`config.mk`:
```
export PLATFORM = sky130hd
export DESIGN_NAME = store
export DESIGN_NICKNAME = d
export VERILOG_FILES = /design/src/rtl/store_pkg.sv /design/src/rtl/store.sv
export SDC_FILE = /design/constraint.sdc
export NUM_CORES = 1
export LEC_CHECK = 0
export ABC_CLOCK_PERIOD_IN_PS = 1280
export CORE_MARGIN = 3
export CORE_UTILIZATION = 32
export CTS_CLUSTER_SIZE = 20
export DETAILED_ROUTE_END_ITERATION = 10
export PLACE_DENSITY = 0.75
export SLEW_MARGIN = 20
export SYNTH_ARGS = -nofsm -noshare
export SYNTH_HDL_FRONTEND = slang
export SYNTH_SLANG_ARGS = --single-unit
```
`constraint.sdc`:
```
create_clock -name CLK -period 1.28 [get_ports CLK]
set_clock_uncertainty 0.05 [all_clocks]
set_input_delay 0.256 -clock CLK [delete_from_list [all_inputs] [get_ports CLK]]
set_output_delay 0.256 -clock CLK [all_outputs]
set_load 0.02 [all_outputs]
```
`src/rtl/store_pkg.sv`:
```
// Shared AXI write constants and the load/store FSM state encoding.
// The fetch unit imports this package as well.
package store_pkg;

  localparam logic [2:0] SIZE_4B       = 3'b010;
  localparam logic [1:0] BURST_INCR    = 2'b01;
  localparam logic [3:0] CACHE_DEFAULT = 4'b0011;
  localparam logic [1:0] RESP_OKAY     = 2'b00;

  typedef enum logic [1:0] {
    IDLE      = 2'd0,
    ADDR_DATA = 2'd1,
    RESP      = 2'd2
  } state_t;

endpackage

```
`src/rtl/store.sv`:
```
// Single-beat AXI4 write master for the core's store path: one 32-bit store
// in flight, completion reported as a one-cycle O_VALID pulse with BRESP.
module store
  import store_pkg::*;
#(
  parameter int C_M_AXI_THREAD_ID_WIDTH = 1,
  parameter int C_M_AXI_ADDR_WIDTH      = 32,
  parameter int C_M_AXI_DATA_WIDTH      = 32,
  parameter int C_M_AXI_AWUSER_WIDTH    = 1,
  parameter int C_M_AXI_WUSER_WIDTH     = 4,
  parameter int C_M_AXI_BUSER_WIDTH     = 1
) (
  input  logic                               CLK,
  input  logic                               RST,

  output logic                               MEM_WAIT,
  input  logic                               I_VALID,
  input  logic [31:0]                        I_ADDR,
  input  logic [31:0]                        I_DATA,
  input  logic [3:0]                         I_STRB,
  output logic                               O_VALID,
  output logic                               O_ERR,
  output logic [1:0]                         O_RESP,
  output state_t                             DBG_STATE,

  output logic [C_M_AXI_THREAD_ID_WIDTH-1:0] M_AXI_AWID,
  output logic [C_M_AXI_ADDR_WIDTH-1:0]      M_AXI_AWADDR,
  output logic [7:0]                         M_AXI_AWLEN,
  output logic [2:0]                         M_AXI_AWSIZE,
  output logic [1:0]                         M_AXI_AWBURST,
  output logic                               M_AXI_AWLOCK,
  output logic [3:0]                         M_AXI_AWCACHE,
  output logic [2:0]                         M_AXI_AWPROT,
  output logic [3:0]                         M_AXI_AWQOS,
  output logic [C_M_AXI_AWUSER_WIDTH-1:0]    M_AXI_AWUSER,
  output logic                               M_AXI_AWVALID,
  input  logic                               M_AXI_AWREADY,

  output logic [C_M_AXI_DATA_WIDTH-1:0]      M_AXI_WDATA,
  output logic [C_M_AXI_DATA_WIDTH/8-1:0]    M_AXI_WSTRB,
  output logic                               M_AXI_WLAST,
  output logic [C_M_AXI_WUSER_WIDTH-1:0]     M_AXI_WUSER,
  output logic                               M_AXI_WVALID,
  input  logic                               M_AXI_WREADY,

  input  logic [C_M_AXI_THREAD_ID_WIDTH-1:0] M_AXI_BID,
  input  logic [1:0]                         M_AXI_BRESP,
  input  logic [C_M_AXI_BUSER_WIDTH-1:0]     M_AXI_BUSER,
  input  logic                               M_AXI_BVALID,
  output logic                               M_AXI_BREADY
);

  state_t      state_q;
  logic [29:0] addr_q;
  logic [31:0] data_q;
  logic [3:0]  strb_q;
  logic        aw_valid_q;
  logic        w_valid_q;
  logic        o_valid_q;
  logic        o_err_q;
  logic [1:0]  o_resp_q;
  logic        aw_done;
  logic        w_done;
  logic        unused_ok;

  // Handshakes: a transfer happens on a rising edge where VALID and READY are
  // both high; VALID never drops and payload never changes before that edge.
  assign aw_done = !aw_valid_q || M_AXI_AWREADY;
  assign w_done  = !w_valid_q  || M_AXI_WREADY;

  always_ff @(posedge CLK) begin
    if (RST) begin
      state_q    <= IDLE;
      addr_q     <= '0;
      data_q     <= '0;
      strb_q     <= '0;
      aw_valid_q <= 1'b0;
      w_valid_q  <= 1'b0;
      o_valid_q  <= 1'b0;
      o_err_q    <= 1'b0;
      o_resp_q   <= RESP_OKAY;
    end else begin
      o_valid_q <= 1'b0;
      case (state_q)
        IDLE: begin
          if (I_VALID) begin
            addr_q     <= I_ADDR[31:2];
            data_q     <= I_DATA;
            strb_q     <= I_STRB;
            aw_valid_q <= 1'b1;
            w_valid_q  <= 1'b1;
            state_q    <= ADDR_DATA;
          end
        end
        ADDR_DATA: begin
          if (aw_valid_q && M_AXI_AWREADY) aw_valid_q <= 1'b0;
          if (w_valid_q && M_AXI_WREADY)   w_valid_q  <= 1'b0;
          if (aw_done && w_done)           state_q    <= RESP;
        end
        RESP: begin
          if (M_AXI_BVALID) begin
            o_resp_q  <= M_AXI_BRESP;
            o_err_q   <= (M_AXI_BRESP != RESP_OKAY);
            o_valid_q <= 1'b1;
            state_q   <= IDLE;
          end
        end
        default: state_q <= IDLE;
      endcase
    end
  end

  assign MEM_WAIT  = (state_q != IDLE);
  assign DBG_STATE = state_q;
  assign O_VALID   = o_valid_q;
  assign O_ERR     = o_err_q;
  assign O_RESP    = o_resp_q;

  assign M_AXI_AWID    = '0;
  assign M_AXI_AWADDR  = C_M_AXI_ADDR_WIDTH'({addr_q, 2'b00});
  assign M_AXI_AWLEN   = 8'd0;
  assign M_AXI_AWSIZE  = SIZE_4B;
  assign M_AXI_AWBURST = BURST_INCR;
  assign M_AXI_AWLOCK  = 1'b0;
  assign M_AXI_AWCACHE = CACHE_DEFAULT;
  assign M_AXI_AWPROT  = 3'b000;
  assign M_AXI_AWQOS   = 4'd0;
  assign M_AXI_AWUSER  = '0;
  assign M_AXI_AWVALID = aw_valid_q;

  assign M_AXI_WDATA  = data_q;
  assign M_AXI_WSTRB  = strb_q;
  assign M_AXI_WLAST  = w_valid_q;
  assign M_AXI_WUSER  = '0;
  assign M_AXI_WVALID = w_valid_q;

  assign M_AXI_BREADY = (state_q == RESP);

  // Byte lanes come from WSTRB; write ID and user sideband are not used.
  assign unused_ok = ^{I_ADDR[1:0], M_AXI_BID, M_AXI_BUSER};

endmodule

```
==> PnR_summary.wiki, run 1 <==
{| class="wikitable"
! Metric !! Value
|-
| Number of buffers inserted during clock tree synthesis || 9
|-
| Top FF cell, synth || sky130_fd_sc_hd__dfxtp_1
|-
| Worst-path clk slew || about 80 ps
|-
| Number of top-level pins || 188
|-
| Number of filler instances in the final layout || 762
|-
| Placement row count || 33
|-
| Data required time at the worst endpoint || roughly 1500 ps
|-
| Antenna violations before repair || 0
|-
| Hold violation count in the final report || 0
|-
| Status || complete, but fails checks
|-
| Dominant combinational cell family by area after synthesis || simple AND/OR/NAND/NOR gates
|-
| Depth of the worst hold-timing path || 2
|-
| CP endpoint kind || register
|-
| Slew Limit Fails || 0
|-
| Maximum fanout encountered on the critical timing path || 8
|-
| Mean cell area of the mapped netlist || 7.99 um^2
|-
| Nature of the critical path startpoint || register
|-
| Ranking of synthesized cells by area || sky130_fd_sc_hd__dfxtp_1 51%, sky130_fd_sc_hd__nand2_1 17%, sky130_fd_sc_hd__a21oi_1 12%
|-
| Storage cell area || ~1500 um^2
|-
| Clock period minus worst slack || 1410 ps
|-
| CORE AREA || around 8500 um^2
|-
| CTS tree || yes
|-
| Initial detailed-routing violation count || 50
|-
| Distinct cells, synth || 20
|-
| Total inserted antenna cells || 0
|-
| Register area share after synthesis || between 50% and 60%
|-
| Via count of the first global-routing pass || 2882
|-
| Detailed Place HPWL || 5970 um
|-
| VDD IR max || 0.773 mV
|-
| Vert. Die Dim || a little over 100 um
|-
| Sinks on the clock net || 74
|-
| Clock H-tree levels || 3
|-
| Async set-or-reset flop fraction in the synthesized netlist || 0%
|-
| Final worst path period share || 111%
|-
| Effective utilization at floorplan || 34.0%
|-
| Part of the total power dissipated in sequential elements || about 43%
|-
| Synth top area share || about half
|-
| Number of setup violations in the final report || 70
|-
| Worst hold path class || primary input to register
|-
| Max Root-Sink Buffers || 2
|-
| Warnings, synthesis || 0
|-
| Post-DR vias/cell || around 4.6
|-
| Synthesis-to-layout area growth || 79.3%
|-
| Detailed-route wire length per cell || ~15 um
|-
| Insertion delay of the later-clocked pin in the worst-skew pair || around 330 ps
|-
| Post-detailed-route count of antenna-violating nets || 0
|-
| Number of instances in the synthesized netlist || 360
|-
| Met2 wire length || around 4700 um
|-
| Switch Pwr || about 1.9 mW
|-
| Achievable Freq || approximately 700 MHz
|-
| Die Outline Area || 10200 um^2
|-
| Biggest area consumer among synthesized cells || sky130_fd_sc_hd__dfxtp_1
|-
| Most instantiated library cell after synthesis || sky130_fd_sc_hd__nand2_1
|-
| GRT Total Usage || between 15 and 20%
|-
| Number of flops mapped to enable cells by yosys || 0
|-
| Cell count after placement || 606
|-
| Max-capacitance violation count || 0
|-
| Arrival time worst endpoint || 1640 ps
|-
| Switching share of power || 31.6%
|-
| Logic pwr share || between 20 and 30%
|-
| Uppermost layer routed || met4
|-
| First-pass GRT wire length || between 10000 and 15000 um
|-
| Drt pass-1 iters || 4
|-
| Violations in the final reports || setup timing
|-
| Number of flip-flops and latches in the synthesized netlist || 74
|-
| NumNets Final || between 600 and 700
|-
| Synthesized-area fraction occupied by xor and xnor cells || 0%
|-
| Slack of the critical path || -135 ps
|-
| Share of post-route cells with drive strength above 1 || between 40% and 50%
|-
| Number of cells traversed by the worst register-to-register path || 7
|-
| Total via count after detailed routing || between 2000 and 3000
|-
| Fraction of the mapped netlist area in adder cells || 0%
|-
| Post-detailed-routing wire length || between 9000 and 10000 um
|-
| Count of port buffers added during placement || 150
|-
| Met3 wire len || 877 um
|-
| Internal Pwr Total || roughly 4.1 mW
|-
| GRT overflow || 0
|-
| Post-synthesis instance area || around 2900 um^2
|-
| Clock Power Share || between 20 and 30%
|-
| Pwr Total || between 5 and 6 mW
|-
| Detailed-route DRC error count || 0
|-
| Static leakage || approximately 2.3 nW
|-
| Share of the synthesized area in compound gates (AO/OA/AOI/OAI) || about 13%
|-
| Count of placed standard cells in the final layout, fillers left out || between 600 and 700
|-
| Routed metal-1 wire length || ~3700 um
|-
| Pwr dens || 1150 nW/um^2
|-
| Clk Tree Root Cell || sky130_fd_sc_hd__clkbuf_8
|-
| Synth top cells by count || 133 x sky130_fd_sc_hd__nand2_1, 74 x sky130_fd_sc_hd__dfxtp_1, 68 x sky130_fd_sc_hd__a21oi_1
|-
| Kind of critical path || register to register
|-
| Width of the die || between 100 and 150 um
|-
| Unrepaired setup endpoints after global routing || true
|-
| Area used by multi-input combinational logic || 1660 um^2
|-
| Area share of and/or/nand/nor cells after synthesis || between 20% and 30%
|-
| Final RePlAce weighted congestion || ~0.77
|-
| Multiplexer share of the synthesized area || less than 1%
|-
| Maximum number of pins on one net before global-route repair || 41
|}
cells in the final DEF, fill, tap and decap left out, drive strengths merged, types with 6 or more instances in the layout:
| cell type | synthesis | final |
|---|---|---|
| clkdlybuf4s50 | 0 | 71 |
| nand2 | 133 | 133 |
| conb | 2 | 33 |
| clkdlybuf4s15 | 0 | 15 |
| clkbuf | 11 | 13 |
| a21oi | 68 | 68 |
| dfxtp | 74 | 74 |
| nor2 | 6 | 6 |
| buf | 46 | 93 |
| nor2b | 7 | 7 |
path summary, 6_finish.rpt:
path,endpoint,start,slack (ps)
setup reg to reg,M_AXI_WDATA[24],DBG_STATE[1],-130
hold reg to reg,addr_q[17],addr_q[17],400
hold / removal,O_RESP[1],RST,210
setup / recovery,M_AXI_WDATA[24],DBG_STATE[1],-130
cell type report:
| cell class | count | area share (%) |
|---|---|---|
| Clock buffer | 11 | 2.96 |
| Clock inverter | 5 | 0.727 |
| Multi-Input combinational cell | 260 | 32.2 |
| Sequential cell | 74 | 28.8 |
| Tap cell | 105 | 2.55 |
| Timing Repair Buffer | 182 | 32.7 |
layer usage:
layer	track usage (%)	vias to the layer above
met4	6.74	0
met1	18.7	1368
met3	5.81	20
li1	-	1421
met2	29.6	124
met5	0	-
kinds of logic (layout without fill, tap and decap cells):
logic type | after synthesis | after routing
other cells | 2 | 33
mux | 2 | 2
flops | 74 | 74
simple gates | 153 | 153
buf+inv | 57 | 198
compound gates | 72 | 72
registers in the layout, summed over array words and instances, names as in the netlist:
name / count
M_AXI_WDATA: 32
addr_q: 30
M_AXI_WSTRB: 4
DBG_STATE: 2
O_RESP: 2
M_AXI_AWVALID: 1
M_AXI_WLAST: 1
O_ERR: 1
O_VALID: 1
worst max-delay path, cell delays in order (launching register included):
cell                      delay (ps)
sky130_fd_sc_hd__dfxtp_4         370
sky130_fd_sc_hd__buf_6           120
sky130_fd_sc_hd__nor3b_4         200
sky130_fd_sc_hd__buf_6           140
sky130_fd_sc_hd__buf_12          130
sky130_fd_sc_hd__buf_12          150
sky130_fd_sc_hd__nand2_1          70
sky130_fd_sc_hd__a21oi_2         120
metrics by stage:
stage	utilization [%]	hold WS [ps]	area, um^2	setup TNS, ps	setup slack (ps)
floorplan	-	319	3000	-4210	-112
global placement	52.2	389	4420	-34190	-527
detailed placement	52.2	393	4420	-35640	-559
CTS	60.0	169	5070	-6730	-136
global route	61.0	207	5160	-11090	-206
finish	61.0	213	5160	-6590	-135
power groups by stage:
stage          Combinational, mW  Clock, mW  Sequential [mW]
2_1_floorplan              0.543          0             2.79
3_3_place_gp                1.34          0             2.59
3_5_place_dp                1.35          0             2.60
4_1_cts                     1.58       1.75             2.55
5_1_grt                     1.82       1.86             2.56
6_report                    1.71       1.69             2.54
repair_timing:
action                                  in CTS  in global routing
pin swaps                                   49                 34
hold buffers                                 0                  0
buffers inserted                             8                  4
endpoints found under the setup margin     145                121
hold endpoints to repair                     0                  0
cloned                                       4                  3
resized for setup                          341                125
Power figures use the tool's default switching activity.
==> run 2, diff against run 1 <==
ABC_CLOCK_PERIOD_IN_PS = 1500   (was 1280)
CELL_PAD_IN_SITES_DETAIL_PLACEMENT = 0   (was unset)
CELL_PAD_IN_SITES_GLOBAL_PLACEMENT = 2   (was unset)
CORE_UTILIZATION = 18   (was 32)
PLACE_DENSITY = unset   (was 0.75)
PLACE_DENSITY_LB_ADDON = 0.1   (was unset)
clock period = 1.5 ns   (was 1.28 ns; I/O delays follow)
==> run 2 against run 1 <==
Compared with the run above: the flow now finishes without violations; first-iteration DRC count up 94%; total power down 7.2%; final cell count up 14%; worst hold slack better by 110 ps; global-route usage down 6.1 points; flip-flop and latch count unchanged; die area up 73%; combinational power down 35%; via count down 7.7%; wire length up 2.2%; register-to-register slack better by 240 ps; non-clock buffer count down 18; critical endpoint is now M_AXI_WDATA[7]; highest routed layer unchanged.
==> PnR_summary.wiki, run 2 (synthesis gave the netlist of run 1 again) <==
{| class="wikitable"
! Metric !! Value
|-
| Total via count after detailed routing || 2708
|-
| GRT Total Usage || between 10 and 15%
|-
| Status || finished, final reports clean
|-
| Detailed-route DRC error count || 0
|-
| Clk Tree Root Cell || sky130_fd_sc_hd__clkbuf_16
|-
| Placement row count || 45
|-
| Maximum fanout encountered on the critical timing path || 29
|-
| Part of the total power dissipated in sequential elements || 39.3%
|-
| Delay of the slowest cell on the worst path || 490 ps
|-
| Sinks on the clock net || between 70 and 80
|-
| CORE AREA || about 15000 um^2
|-
| Clock period minus worst slack || around 1400 ps
|-
| Max Root-Sink Buffers || 2
|-
| Final RePlAce weighted congestion || about 0.66
|-
| Number of cells traversed by the worst register-to-register path || 6
|-
| Chain of cells forming the critical path || clkdlybuf4s50_1, buf_4, nor3b_4, buf_12, buf_16, nand2_1, a21oi_1
|-
| Highest-count cells in the layout ignoring fill and taps || 133 x sky130_fd_sc_hd__nand2_1, 73 x sky130_fd_sc_hd__dlygate4sd2_1, 72 x sky130_fd_sc_hd__dfxtp_1, 72 x sky130_fd_sc_hd__clkdlybuf4s50_1, 67 x sky130_fd_sc_hd__a21oi_1
|-
| CP endpoint kind || register
|-
| Pwr Total || between 5 and 6 mW
|-
| Depth of the worst hold-timing path || 2
|-
| Data required time at the worst endpoint || roughly 1700 ps
|-
| Detailed Place HPWL || roughly 6600 um
|-
| Width of the die || about 130 um
|-
| Static leakage || 2.17 nW
|-
| Synthesis-to-layout area growth || 67.5%
|-
| Max-capacitance violation count || 0
|-
| Leading cell type in the layout, fill and taps excluded || sky130_fd_sc_hd__nand2_1
|-
| Vert. Die Dim || about 130 um
|-
| Clock Power Share || between 40% and 50%
|-
| Layout Cell Area excl Fill || approximately 4800 um^2
|-
| Worst hold path class || primary input to register
|-
| First-pass GRT wire length || 14900 um
|-
| Total inserted antenna cells || 0
|-
| Achievable Freq || between 600 and 700 MHz
|-
| CTS tree || yes
|-
| Insertion delay of the later-clocked pin in the worst-skew pair || 330 ps
|-
| Minimum setup slack after placement || -359 ps
|-
| Final worst path period share || between 90% and 100%
|-
| Unrepaired setup endpoints after global routing || true
|-
| Kind of critical path || primary input to register
|-
| Setup TNS || 0 ps
|-
| Number of flip-flops in the largest register || 32
|-
| Pwr dens || approximately 1100 nW/um^2
|-
| Register-to-register path setup slack || around 110 ps
|-
| Number of hold buffers added after cts || 0
|-
| Slew Limit Fails || 0
|-
| Initial detailed-routing violation count || 97
|-
| Switch Pwr || 1.50 mW
|-
| Via count of the first global-routing pass || between 2000 and 3000
|-
| Critical path's slowest cell || sky130_fd_sc_hd__clkdlybuf4s50_1
|-
| Count of port buffers added during placement || 150
|-
| Post-DR vias/cell || roughly 3.7
|-
| VDD IR max || 0.655 mV
|-
| Number of setup violations in the final report || 0
|-
| NumNets Final || between 500 and 600
|-
| Drt pass-1 iters || 4
|-
| Maximum number of pins on one net before global-route repair || 38
|-
| Internal Pwr Total || 4.01 mW
|-
| Post-detailed-route count of antenna-violating nets || 0
|-
| Effective utilization at floorplan || a little under a fifth
|-
| Die Outline Area || approximately 18000 um^2
|-
| Hold violation count in the final report || 0
|-
| Worst-path clk slew || approximately 60 ps
|-
| GRT overflow || 0
|-
| Switching share of power || 27.3%
|-
| Number of buffers inserted during clock tree synthesis || 9
|-
| DP Area || 4540 um^2
|-
| Clock H-tree levels || 3
|-
| Share of post-route cells with drive strength above 1 || around 7.6%
|-
| Utilization after layout || a little under a third
|-
| Number of top-level pins || 188
|-
| Nature of the critical path startpoint || primary input
|-
| Slack of the critical path || ~63 ps
|-
| Antenna violations before repair || 0
|-
| Post-detailed-routing wire length || a little under 10000 um
|-
| Arrival time worst endpoint || approximately 1700 ps
|-
| Logic pwr share || between 20% and 30%
|-
| Detailed-route wire length per cell || around 13 um
|}
-- run 2: path summary, 6_finish.rpt --
kind / start / to
setup / recovery: I_VALID / M_AXI_WDATA[7]
hold / removal: RST / O_RESP[0]
setup reg to reg: DBG_STATE[1] / M_AXI_WDATA[7]
hold reg to reg: M_AXI_WDATA[20] / M_AXI_WDATA[20]
-- run 2: final cells by class --
cell class / instances / area [um^2]
repair buffers: 164 / 1610
fillers: 1675 / 10600
clock inverters: 2 / 35.0
clock buffers: 13 / 270
flip-flops and latches: 74 / 1490
well taps: 211 / 264
multi-input cells: 260 / 1150
-- run 2: timing repair --
action	4_1_cts	5_1_grt
buffers inserted	0	2
endpoints found under the setup margin	77	68
gates cloned	0	1
pin swaps	0	0
resized for setup	90	8
-- run 2: power by group through the flow --
stage / Sequential [mW] / Combinational [mW] / Clock, mW
floorplan: 2.38 / 0.462 / 0
global placement: 2.22 / 1.18 / 0
detailed placement: 2.22 / 1.18 / 0
CTS: 2.17 / 1.09 / 2.35
global route: 2.19 / 1.22 / 2.41
finish: 2.17 / 1.11 / 2.23
-- run 2: per-layer routing --
| metal | track usage, % | wire [um] | vias up |
|---|---|---|---|
| met5 | 0 | 0 | - |
| met4 | 3.64 | 133 | 0 |
| met3 | 6.12 | 1010 | 9 |
| met2 | 17.2 | 4580 | 105 |
| met1 | 12.4 | 4040 | 1212 |
| li1 | - | - | 1382 |
-- run 2: metrics by stage --
step	std cells	hold WS, ps
finish	724	325
global route	724	325
CTS	721	303
detailed placement	706	395
global placement	706	392
floorplan	391	364
-- run 2: worst max-delay path, delay by kind of cell --
kind / cells / cell delay [ps]
buffers and inverters: 4 / 940
and+or+nand+nor: 2 / 300
AOI/OAI and AO/OA: 1 / 110
